**src/rtl/spi_flash_sequencer.sv**
```systemverilog
// spi_flash_sequencer: byte-level command sequencer that makes a single-mode
// SPI device behave as a read-only SPI flash. It supports READ (0x03),
// JEDEC ID (0x9F) and READ STATUS (0x05). Data bytes are prefetched from a
// memory backend into a one-byte holding register. When the optional macro
// SPI_FLASH_FAST_READ_EN is defined, FAST READ (0x0B) is also decoded. It
// inserts one dummy byte between the address and the first data byte.
module spi_flash_sequencer #(
    parameter int          ADDR_WIDTH = 24,
    parameter logic [23:0] JEDEC_ID   = 24'hEF4018,
    parameter logic [7:0]  STATUS     = 8'h00
) (
    input  logic                  clk,
    input  logic                  reset,
    input  logic                  spi_cs,
    input  logic                  spi_timeout,
    input  logic                  spi_rx_cmd,
    input  logic                  spi_rx_strobe,
    input  logic [7:0]            spi_rx_data,
    output logic [7:0]            spi_tx_data,
    output logic                  spi_tx_strobe,
    output logic                  mem_rd_req,
    output logic [ADDR_WIDTH-1:0] mem_addr,
    input  logic                  mem_rd_valid,
    input  logic [7:0]            mem_rd_data,
    output logic                  busy,
    output logic                  underrun
);

    typedef enum logic [3:0] {
        IDLE,
        ADDR2,
        ADDR1,
        ADDR0,
`ifdef SPI_FLASH_FAST_READ_EN
        DUMMY,
`endif
        DATA,
        ID,
        STAT,
        IGNORE
    } state_t;

    state_t                state_q, state_d;
    logic                  csMeta_q, csSync_q;
    logic [7:0]            addrHi_q, addrHi_d;
    logic [7:0]            addrMid_q, addrMid_d;
    logic [ADDR_WIDTH-1:0] memAddr_q, memAddr_d;
    logic [7:0]            hold_q, hold_d;
    logic                  holdOk_q, holdOk_d;
    logic                  loaded_q, loaded_d;
    logic                  pending_q, pending_d;
    logic [1:0]            idCnt_q, idCnt_d;
    logic [7:0]            txData_q, txData_d;
    logic                  txStrobe_q, txStrobe_d;
    logic                  rdReq_q, rdReq_d;
    logic                  underrun_q, underrun_d;
`ifdef SPI_FLASH_FAST_READ_EN
    logic                  fastRead_q, fastRead_d;
`endif

    logic                  abort;
    logic [23:0]           fullAddr;

    assign abort    = csSync_q | spi_timeout;
    assign fullAddr = {addrHi_q, addrMid_q, spi_rx_data};

    // Two-flop synchronizer for the raw chip select; resets to deselected.
    always_ff @(posedge clk) begin
        if (reset) begin
            csMeta_q <= 1'b1;
            csSync_q <= 1'b1;
        end else begin
            csMeta_q <= spi_cs;
            csSync_q <= csMeta_q;
        end
    end

    // State and datapath registers; every output is driven from a flop.
    always_ff @(posedge clk) begin
        if (reset) begin
            state_q    <= IDLE;
            addrHi_q   <= 8'h00;
            addrMid_q  <= 8'h00;
            memAddr_q  <= '0;
            hold_q     <= 8'h00;
            holdOk_q   <= 1'b0;
            loaded_q   <= 1'b0;
            pending_q  <= 1'b0;
            idCnt_q    <= 2'd0;
            txData_q   <= 8'hFF;
            txStrobe_q <= 1'b0;
            rdReq_q    <= 1'b0;
            underrun_q <= 1'b0;
`ifdef SPI_FLASH_FAST_READ_EN
            fastRead_q <= 1'b0;
`endif
        end else begin
            state_q    <= state_d;
            addrHi_q   <= addrHi_d;
            addrMid_q  <= addrMid_d;
            memAddr_q  <= memAddr_d;
            hold_q     <= hold_d;
            holdOk_q   <= holdOk_d;
            loaded_q   <= loaded_d;
            pending_q  <= pending_d;
            idCnt_q    <= idCnt_d;
            txData_q   <= txData_d;
            txStrobe_q <= txStrobe_d;
            rdReq_q    <= rdReq_d;
            underrun_q <= underrun_d;
`ifdef SPI_FLASH_FAST_READ_EN
            fastRead_q <= fastRead_d;
`endif
        end
    end

    // Next-state logic. Priority is abort, then a new command byte, then the
    // per-state handling. Only a fetch that is still outstanding may fill the
    // holding register, so a response that lands after an abort is dropped.
    always_comb begin
        state_d    = state_q;
        addrHi_d   = addrHi_q;
        addrMid_d  = addrMid_q;
        memAddr_d  = memAddr_q;
        hold_d     = hold_q;
        holdOk_d   = holdOk_q;
        loaded_d   = loaded_q;
        pending_d  = pending_q;
        idCnt_d    = idCnt_q;
        txData_d   = txData_q;
        txStrobe_d = 1'b0;
        rdReq_d    = 1'b0;
        underrun_d = underrun_q;
`ifdef SPI_FLASH_FAST_READ_EN
        fastRead_d = fastRead_q;
`endif

        if (pending_q && mem_rd_valid) begin
            hold_d    = mem_rd_data;
            holdOk_d  = 1'b1;
            pending_d = 1'b0;
        end

        if (abort) begin
            state_d   = IDLE;
            txData_d  = 8'hFF;
            holdOk_d  = 1'b0;
            pending_d = 1'b0;
            loaded_d  = 1'b0;
        end else if (spi_rx_cmd) begin
            holdOk_d  = 1'b0;
            pending_d = 1'b0;
            loaded_d  = 1'b0;
            txData_d  = 8'hFF;
            case (spi_rx_data)
                8'h03: begin
                    state_d = ADDR2;
`ifdef SPI_FLASH_FAST_READ_EN
                    fastRead_d = 1'b0;
`endif
                end
`ifdef SPI_FLASH_FAST_READ_EN
                8'h0B: begin
                    state_d    = ADDR2;
                    fastRead_d = 1'b1;
                end
`endif
                8'h9F: begin
                    state_d    = ID;
                    txData_d   = JEDEC_ID[23:16];
                    txStrobe_d = 1'b1;
                    idCnt_d    = 2'd1;
                end
                8'h05: begin
                    state_d    = STAT;
                    txData_d   = STATUS;
                    txStrobe_d = 1'b1;
                end
                default: state_d = IGNORE;
            endcase
        end else begin
            case (state_q)
                ADDR2: begin
                    if (spi_rx_strobe) begin
                        addrHi_d = spi_rx_data;
                        state_d  = ADDR1;
                    end
                end
                ADDR1: begin
                    if (spi_rx_strobe) begin
                        addrMid_d = spi_rx_data;
                        state_d   = ADDR0;
                    end
                end
                ADDR0: begin
                    if (spi_rx_strobe) begin
                        memAddr_d = fullAddr[ADDR_WIDTH-1:0];
                        rdReq_d   = 1'b1;
                        pending_d = 1'b1;
                        loaded_d  = 1'b0;
`ifdef SPI_FLASH_FAST_READ_EN
                        if (fastRead_q) begin
                            state_d    = DUMMY;
                            txData_d   = 8'hFF;
                            txStrobe_d = 1'b1;
                        end else begin
                            state_d = DATA;
                        end
`else
                        state_d = DATA;
`endif
                    end
                end
`ifdef SPI_FLASH_FAST_READ_EN
                DUMMY: begin
                    if (spi_rx_strobe) begin
                        state_d = DATA;
                    end
                end
`endif
                DATA: begin
                    if (holdOk_q && (!loaded_q || spi_rx_strobe)) begin
                        txData_d   = hold_q;
                        txStrobe_d = 1'b1;
                        memAddr_d  = memAddr_q + ADDR_WIDTH'(1);
                        rdReq_d    = 1'b1;
                        pending_d  = 1'b1;
                        holdOk_d   = 1'b0;
                        loaded_d   = 1'b1;
                    end else if (spi_rx_strobe) begin
                        txData_d   = 8'hFF;
                        txStrobe_d = 1'b1;
                        underrun_d = 1'b1;
                        loaded_d   = 1'b1;
                    end
                end
                ID: begin
                    if (spi_rx_strobe) begin
                        txStrobe_d = 1'b1;
                        case (idCnt_q)
                            2'd1:    txData_d = JEDEC_ID[15:8];
                            2'd2:    txData_d = JEDEC_ID[7:0];
                            default: txData_d = 8'hFF;
                        endcase
                        if (idCnt_q != 2'd3) begin
                            idCnt_d = idCnt_q + 2'd1;
                        end
                    end
                end
                STAT: begin
                    if (spi_rx_strobe) begin
                        txData_d   = STATUS;
                        txStrobe_d = 1'b1;
                    end
                end
                IGNORE: begin
                    txData_d = 8'hFF;
                end
                IDLE: begin
                    txData_d = txData_q;
                end
                default: begin
                    state_d = IDLE;
                end
            endcase
        end
    end

    assign spi_tx_data   = txData_q;
    assign spi_tx_strobe = txStrobe_q;
    assign mem_rd_req    = rdReq_q;
    assign mem_addr      = memAddr_q;
    assign busy          = (state_q != IDLE);
    assign underrun      = underrun_q;

endmodule

```
**config.mk**
```make
export PLATFORM = sky130hd
export DESIGN_NAME = spi_flash_sequencer
export DESIGN_NICKNAME = d
export VERILOG_FILES = /design/src/rtl/spi_flash_sequencer.sv
export SDC_FILE = /design/constraint.sdc
export NUM_CORES = 1
export LEC_CHECK = 0
export ABC_AREA = 1
export BUFFER_PORTS_ARGS = -buffer_cell sky130_fd_sc_hd__buf_4
export CORE_MARGIN = 2
export CORE_UTILIZATION = 35
export DETAILED_ROUTE_END_ITERATION = 6
export HOLD_SLACK_MARGIN = 0.05
export PLACE_DENSITY = 0.6
export REMOVE_ABC_BUFFERS = 1
export SYNTH_ARGS = -nofsm -noshare
export SYNTH_HDL_FRONTEND = slang
export SYNTH_SLANG_ARGS = --single-unit
```
**constraint.sdc**
```tcl
create_clock -name clk -period 3.1 [get_ports clk]
set_clock_uncertainty 0.2 [all_clocks]
set_input_delay 0.155 -clock clk [delete_from_list [all_inputs] [get_ports clk]]
set_output_delay 0.155 -clock clk [all_outputs]
set_load 0.01 [all_outputs]
```
# Yosys cells after proc, flatten, opt, wreduce, memory -nomap -nowiden
# Cells that the tools add are included.
dict set report word_totals {
  ff_bits 70
  inputBits 23
  out_inout_bits 36
}
dict set report classes {
  addsub 2
  eq_ne 24
  muxes 40
  bitwise 4
  n_reduce_logical 24
}
# cell count
set ops {}
lappend ops {{two-way mux 24 bit} 2}
lappend ops {{case mux 24 bit (2 select lines)} 1}
lappend ops {{two-way mux 8 bit} 5}
lappend ops {{case mux 8 bit (2 select lines)} 2}
lappend ops {{case mux 8 bit (4 select lines)} 1}
lappend ops {{adder 24 x 1 -> 24 bit (second input constant)} 1}
lappend ops {{inequality test 3 bit (second input constant)} 6}
lappend ops {{equality test 4 x 3 -> 1 bit (second input constant)} 4}
lappend ops {{two-way mux 4 bit} 4}
lappend ops {{case mux 4 bit (4 select lines)} 1}
lappend ops {{AND reduction 4 bit} 4}
lappend ops {{AND reduction 5 bit} 3}
lappend ops {{two-way mux 1 bit} 14}
lappend ops {{two-way mux 2 bit} 5}
lappend ops {{case mux 3 bit (3 select lines)} 1}
lappend ops {{equality test 4 x 2 -> 1 bit (second input constant)} 2}
lappend ops {{equality test 8 x 2 -> 1 bit (second input constant)} 1}
lappend ops {{equality test 8 x 3 -> 1 bit (second input constant)} 1}
lappend ops {{equality test 8 bit (second input constant)} 1}
lappend ops {{case mux 1 bit (2 select lines)} 4}
lappend ops {{nonzero test 2 bit} 4}
lappend ops {{inequality test 2 bit (second input constant)} 3}
lappend ops {{OR reduction 2 bit} 3}
lappend ops {{nonzero test 5 bit} 1}
lappend ops {{16 further kinds} 20}

# Depth between registers and ports, before layout
dict set report depth {
  depth_word 6
  depth_mapped 11
  depth_no_buf 10
}

# Least setup slack after synthesis
# OpenSTA, ideal clock, no wires.
dict set report synth_timing {
  kind {flip-flop to flip-flop}
  start {reg memAddr_q[0], in the netlist mem_addr[0]}
  end {reg memAddr_q[18], in the netlist mem_addr[18]}
  setup_time_ns 0.132
  arrival_time_ns 1.419
  setup_slack_ns 1.349
  stages_incl_launch_ff 11
  path_buffers 0
  period_less_slack_ns 1.751
  path_cell_list {dfxtp_1 ha_1 nand2_1 nor2_1 nand2_1 nor2_2 nand2_1 nand2_1 nand3_1 nand2_1 a21oi_1}
}
dict set report synth_between {
  elab_chain_cells 3
}
# element line
set synth_lines {}
lappend synth_lines {{start: declaration} 47} ;# logic [ADDR_WIDTH-1:0] memAddr_q, memAddr_d;
lappend synth_lines {{start signal: assignment} 101} ;# memAddr_q <= memAddr_d;
lappend synth_lines {{adder 24 x 1 -> 24 bit} 225} ;# memAddr_d = memAddr_q + ADDR_WIDTH'(1);
lappend synth_lines {{two-way mux 24 bit} 222} ;# if (holdOk_q && (!loaded_q || spi_rx_strobe)) begin
lappend synth_lines {{case mux 24 bit (2 select lines)} 182} ;# case (state_q)
# Every way passes these cells. The select of a mux whose other input is x is not followed.
# A chain may end at the register's enable or synchronous reset.

# Worst setup path in the final report
dict set report layout_timing {
  start {reg state_q[2]}
  end {reg memAddr_q[18], in the netlist mem_addr[18]}
}
dict set report layout_between {
  elab_chain_cells 3
  elab_cells_between_ends 7
  cone_classes {eq/ne: 4; mux: 1; reduce/logical: 2}
}
# element line
set layout_lines {}
lappend layout_lines {{start: declaration} 43} ;# state_t state_q, state_d;
lappend layout_lines {{start signal: assignment} 98} ;# state_q <= state_d;
lappend layout_lines {{equality test 4 x 3 -> 1 bit / equality test 4 x 2 -> 1 bit (equally long branches)} 182}
lappend layout_lines {{inequality test 2 bit (no source line) / nonzero test 2 bit (equally long branches)} -}
lappend layout_lines {{AND reduction 5 bit (no source line)} -}
# Parallel ways exist; a longest one is shown, timed or not.

==> impl_metrics.toml <==
[timing]
rsz0062_at_grt = "false"
hold_viol_final = 0
tightest_slew_ns = 0.9234
setup_viol = 0
drv_slew = 0
fin_crit_ns = 2.206
min_period_over_period = 0.7116
fmax_mhz = 453.3
setup_tns_ns = 0
relSlewSlack = 0.3837

[setup_path]
arrival_ns = 2.28
setup.worst_path.start_class = "flip-flop"
r2r_slack_ns = 0.89
crit_path_max_fanout = 28
critPathRequiredTime_ns = 3.18
crit_type = "reg -> reg"
endpoint_kind = "flip-flop"

[pwr]
cellLeakagePower_nw = 1.859
p_sw_mw = 0.4313
p_per_area_mw_per_mm2 = 398.6
seq_power_share = 0.480
p_sw_frac = 0.2329
power.internal_mw = 1.420
combPwrFrac = 0.064
peakVddDrop_mv = 0.2143
clkPwrFrac = 0.456

[global_routing]
grt_max_degree = 34
grt_pass1_vias = 3484
antenna_found_initial = 0
grt_pass1_wl_mm = 17.11
globalRouteOverflowTotal = 0
grtUsageTotal = 0.1873

[logic_synthesis]
synth.area.mux_share = 0
ys_warn_count = 0
synth_compound_area_frac = 0.1728
netlist_instances = 579
synth_area_leaders = "dfxtp_1, nand2_1, nor2_1, o21ai_0, a21oi_1"
synthSimpleGateAreaFrac = 0.3426
avgSynthCellArea_um2 = 6.364
synth_fa_ha_area_frac = 0.01358
synth_ff_type = "dfxtp_1"
synth_top_family_by_area = "simple AND/OR/NAND/NOR gates"
yosysUniqueCellTypes = 35
seq_area_frac_synth = 0.3749
synth_edf_count = 0
synthXorXnorAreaFrac = 0.002377
netlist.area_leader.share = 0.3749
async_reset_ff_frac = 0
synth_top_cell_by_area = "dfxtp_1"
ys_ff_latch = 69
netlist_area_mm2 = 0.003685

[die]
dieArea_mm2 = 0.01136
initial_core_util = 0.3585
die_w_um = 106.6
core_mm2 = 0.01028
io_pins = 59
num_rows = 37
die_height_um = 106.6

[cells_and_area]
layout-drive-gt1-share = 0.1489
final_cell_mix = "nand2_1, nor2_1, dfxtp_1, o21ai_0"
n_antenna_cell = 0
area_growth_pct = 26.04
final_common_cell = "nand2_1"
fin_util = 0.4519
final_nets = 680
fill_cells = 1078

[detailed_routing]
dr_total_vias = 3875
totalWireLength_mm = 10.53
wl_per_cell_um = 13.26
drt_iter0_markers = 176
viasPerCell = 4.880
route.detailed.drc = 0
ant_nets = 0
firstDrtPassIters = 4

[clocking]
htree_levels = 3
cts_sinks = 69
clk_path_buf_depth = 2
clk_latency_ns = 0.34
ctsRootBufferMaster = "clkbuf_8"
cts_buffers = 9
clk_pin_slew_ns = 0.08
cts_tree = "yes"

[status]
status = "finished, final reports clean"

[place]
gp_congestion = 0.8361
dp_hpwl_mm = 7.327
port_buffers = 58

[flow_run]
maxCapViolCount = 0

[min_path]
min-delay-path-class = "in -> reg"
[critical path: stages, from the launching register on]
cell	delay [ns]
dfxtp_1	0.50
nand2_2	0.24
inv_4	0.31
nand2_2	0.14
nand2_2	0.11
nand2_4	0.19
nor2_1	0.24
nand2_1	0.09
a21oi_1	0.12
[path summary, 6_finish.rpt]
| kind | end | depth (start not counted) | start |
|---|---|---|---|
| hold reg to reg | csSync_q | 1 | csMeta_q |
| setup / recovery | mem_addr[18] | 8 | state_q[2] |
| hold / removal | idCnt_q[1] | 5 | spi_timeout |
| setup reg to reg | mem_addr[18] | 8 | state_q[2] |
[flip-flops by register name (all words and copies together) (netlist names)]
name           cells
underrun           1
pending_q          1
holdOk_q           1
hold_q             8
spi_tx_strobe      1
loaded_q           1
spi_tx_data        8
state_q            3
mem_rd_req         1
addrHi_q           8
csMeta_q           1
addrMid_q          8
idCnt_q            2
mem_addr          24
csSync_q           1
[power groups by stage]
stage | logic, mW | registers (mW) | clock network, mW
2_1_floorplan | 0.0448 | 0.910 | 0
3_3_place_gp | 0.0967 | 0.910 | 0
3_5_place_dp | 0.0967 | 0.910 | 0
4_1_cts | 0.119 | 0.889 | 0.852
5_1_grt | 0.132 | 0.889 | 0.891
6_report | 0.119 | 0.889 | 0.843
[logic make-up after synthesis]
group / count (synthesis)
xor+xnor: 1
buf+inv: 84
simple gates: 296
compound gates: 125
flops: 69
fa+ha+maj: 4
[metrics by stage]
stage / area, um^2 / cells / setup slack, ns / power [mW] / hold WS (ns)
6_report: 4644 / 794 / 0.8939 / 1.851 / 0.06115
3_3_place_gp: 4210 / 757 / 0.9921 / 1.007 / 0.1505
3_5_place_dp: 4210 / 757 / 0.9665 / 1.007 / 0.1513
4_1_cts: 4644 / 794 / 0.9284 / 1.859 / 0.05050
5_1_grt: 4644 / 794 / 0.7156 / 1.912 / 0.09414
2_1_floorplan: 3590 / 561 / 1.194 / 0.9549 / 0.02407
[synth_stat cells, types with 5 or more instances]
cell	count
clkbuf_1	6
inv_1	60
a21oi_1	47
nor2_2	5
nand4_1	5
o21ai_1	6
nor2_1	91
buf_2	7
nand3_1	35
dfxtp_1	69
nor3_1	6
nand2_1	135
o21ai_0	65
nand2_2	5
[what timing repair did]
action | 4_1_cts | 5_1_grt
buffers inserted | 0 | 0
hold buffers | 21 | 0
hold endpoints to repair | 51 | 0
gates resized for setup | 0 | 0
[final cells by class]
type,instances,area (um^2),share of cell area
clock buffers,11,141.4,0.03044
clock inverters,5,82.58,0.01778
inverters,66,250.2,0.05388
multi-input cells,426,1958,0.4216
flip-flops and latches,69,1381,0.2974
well taps,136,170.2,0.03664
repair buffers,81,660.6,0.1422
[routing by layer]
| layer | part of all wire | GRT usage | vias to the layer above |
|---|---|---|---|
| li1 | - | - | 2010 |
| met1 | 0.49 | 0.2639 | 1761 |
| met2 | 0.44 | 0.2934 | 95 |
| met3 | 0.056 | 0.03769 | 9 |
| met4 | 0.0090 | 0.04638 | 0 |
| met5 | 0 | 0 | - |
Power figures use the tool's default switching activity.
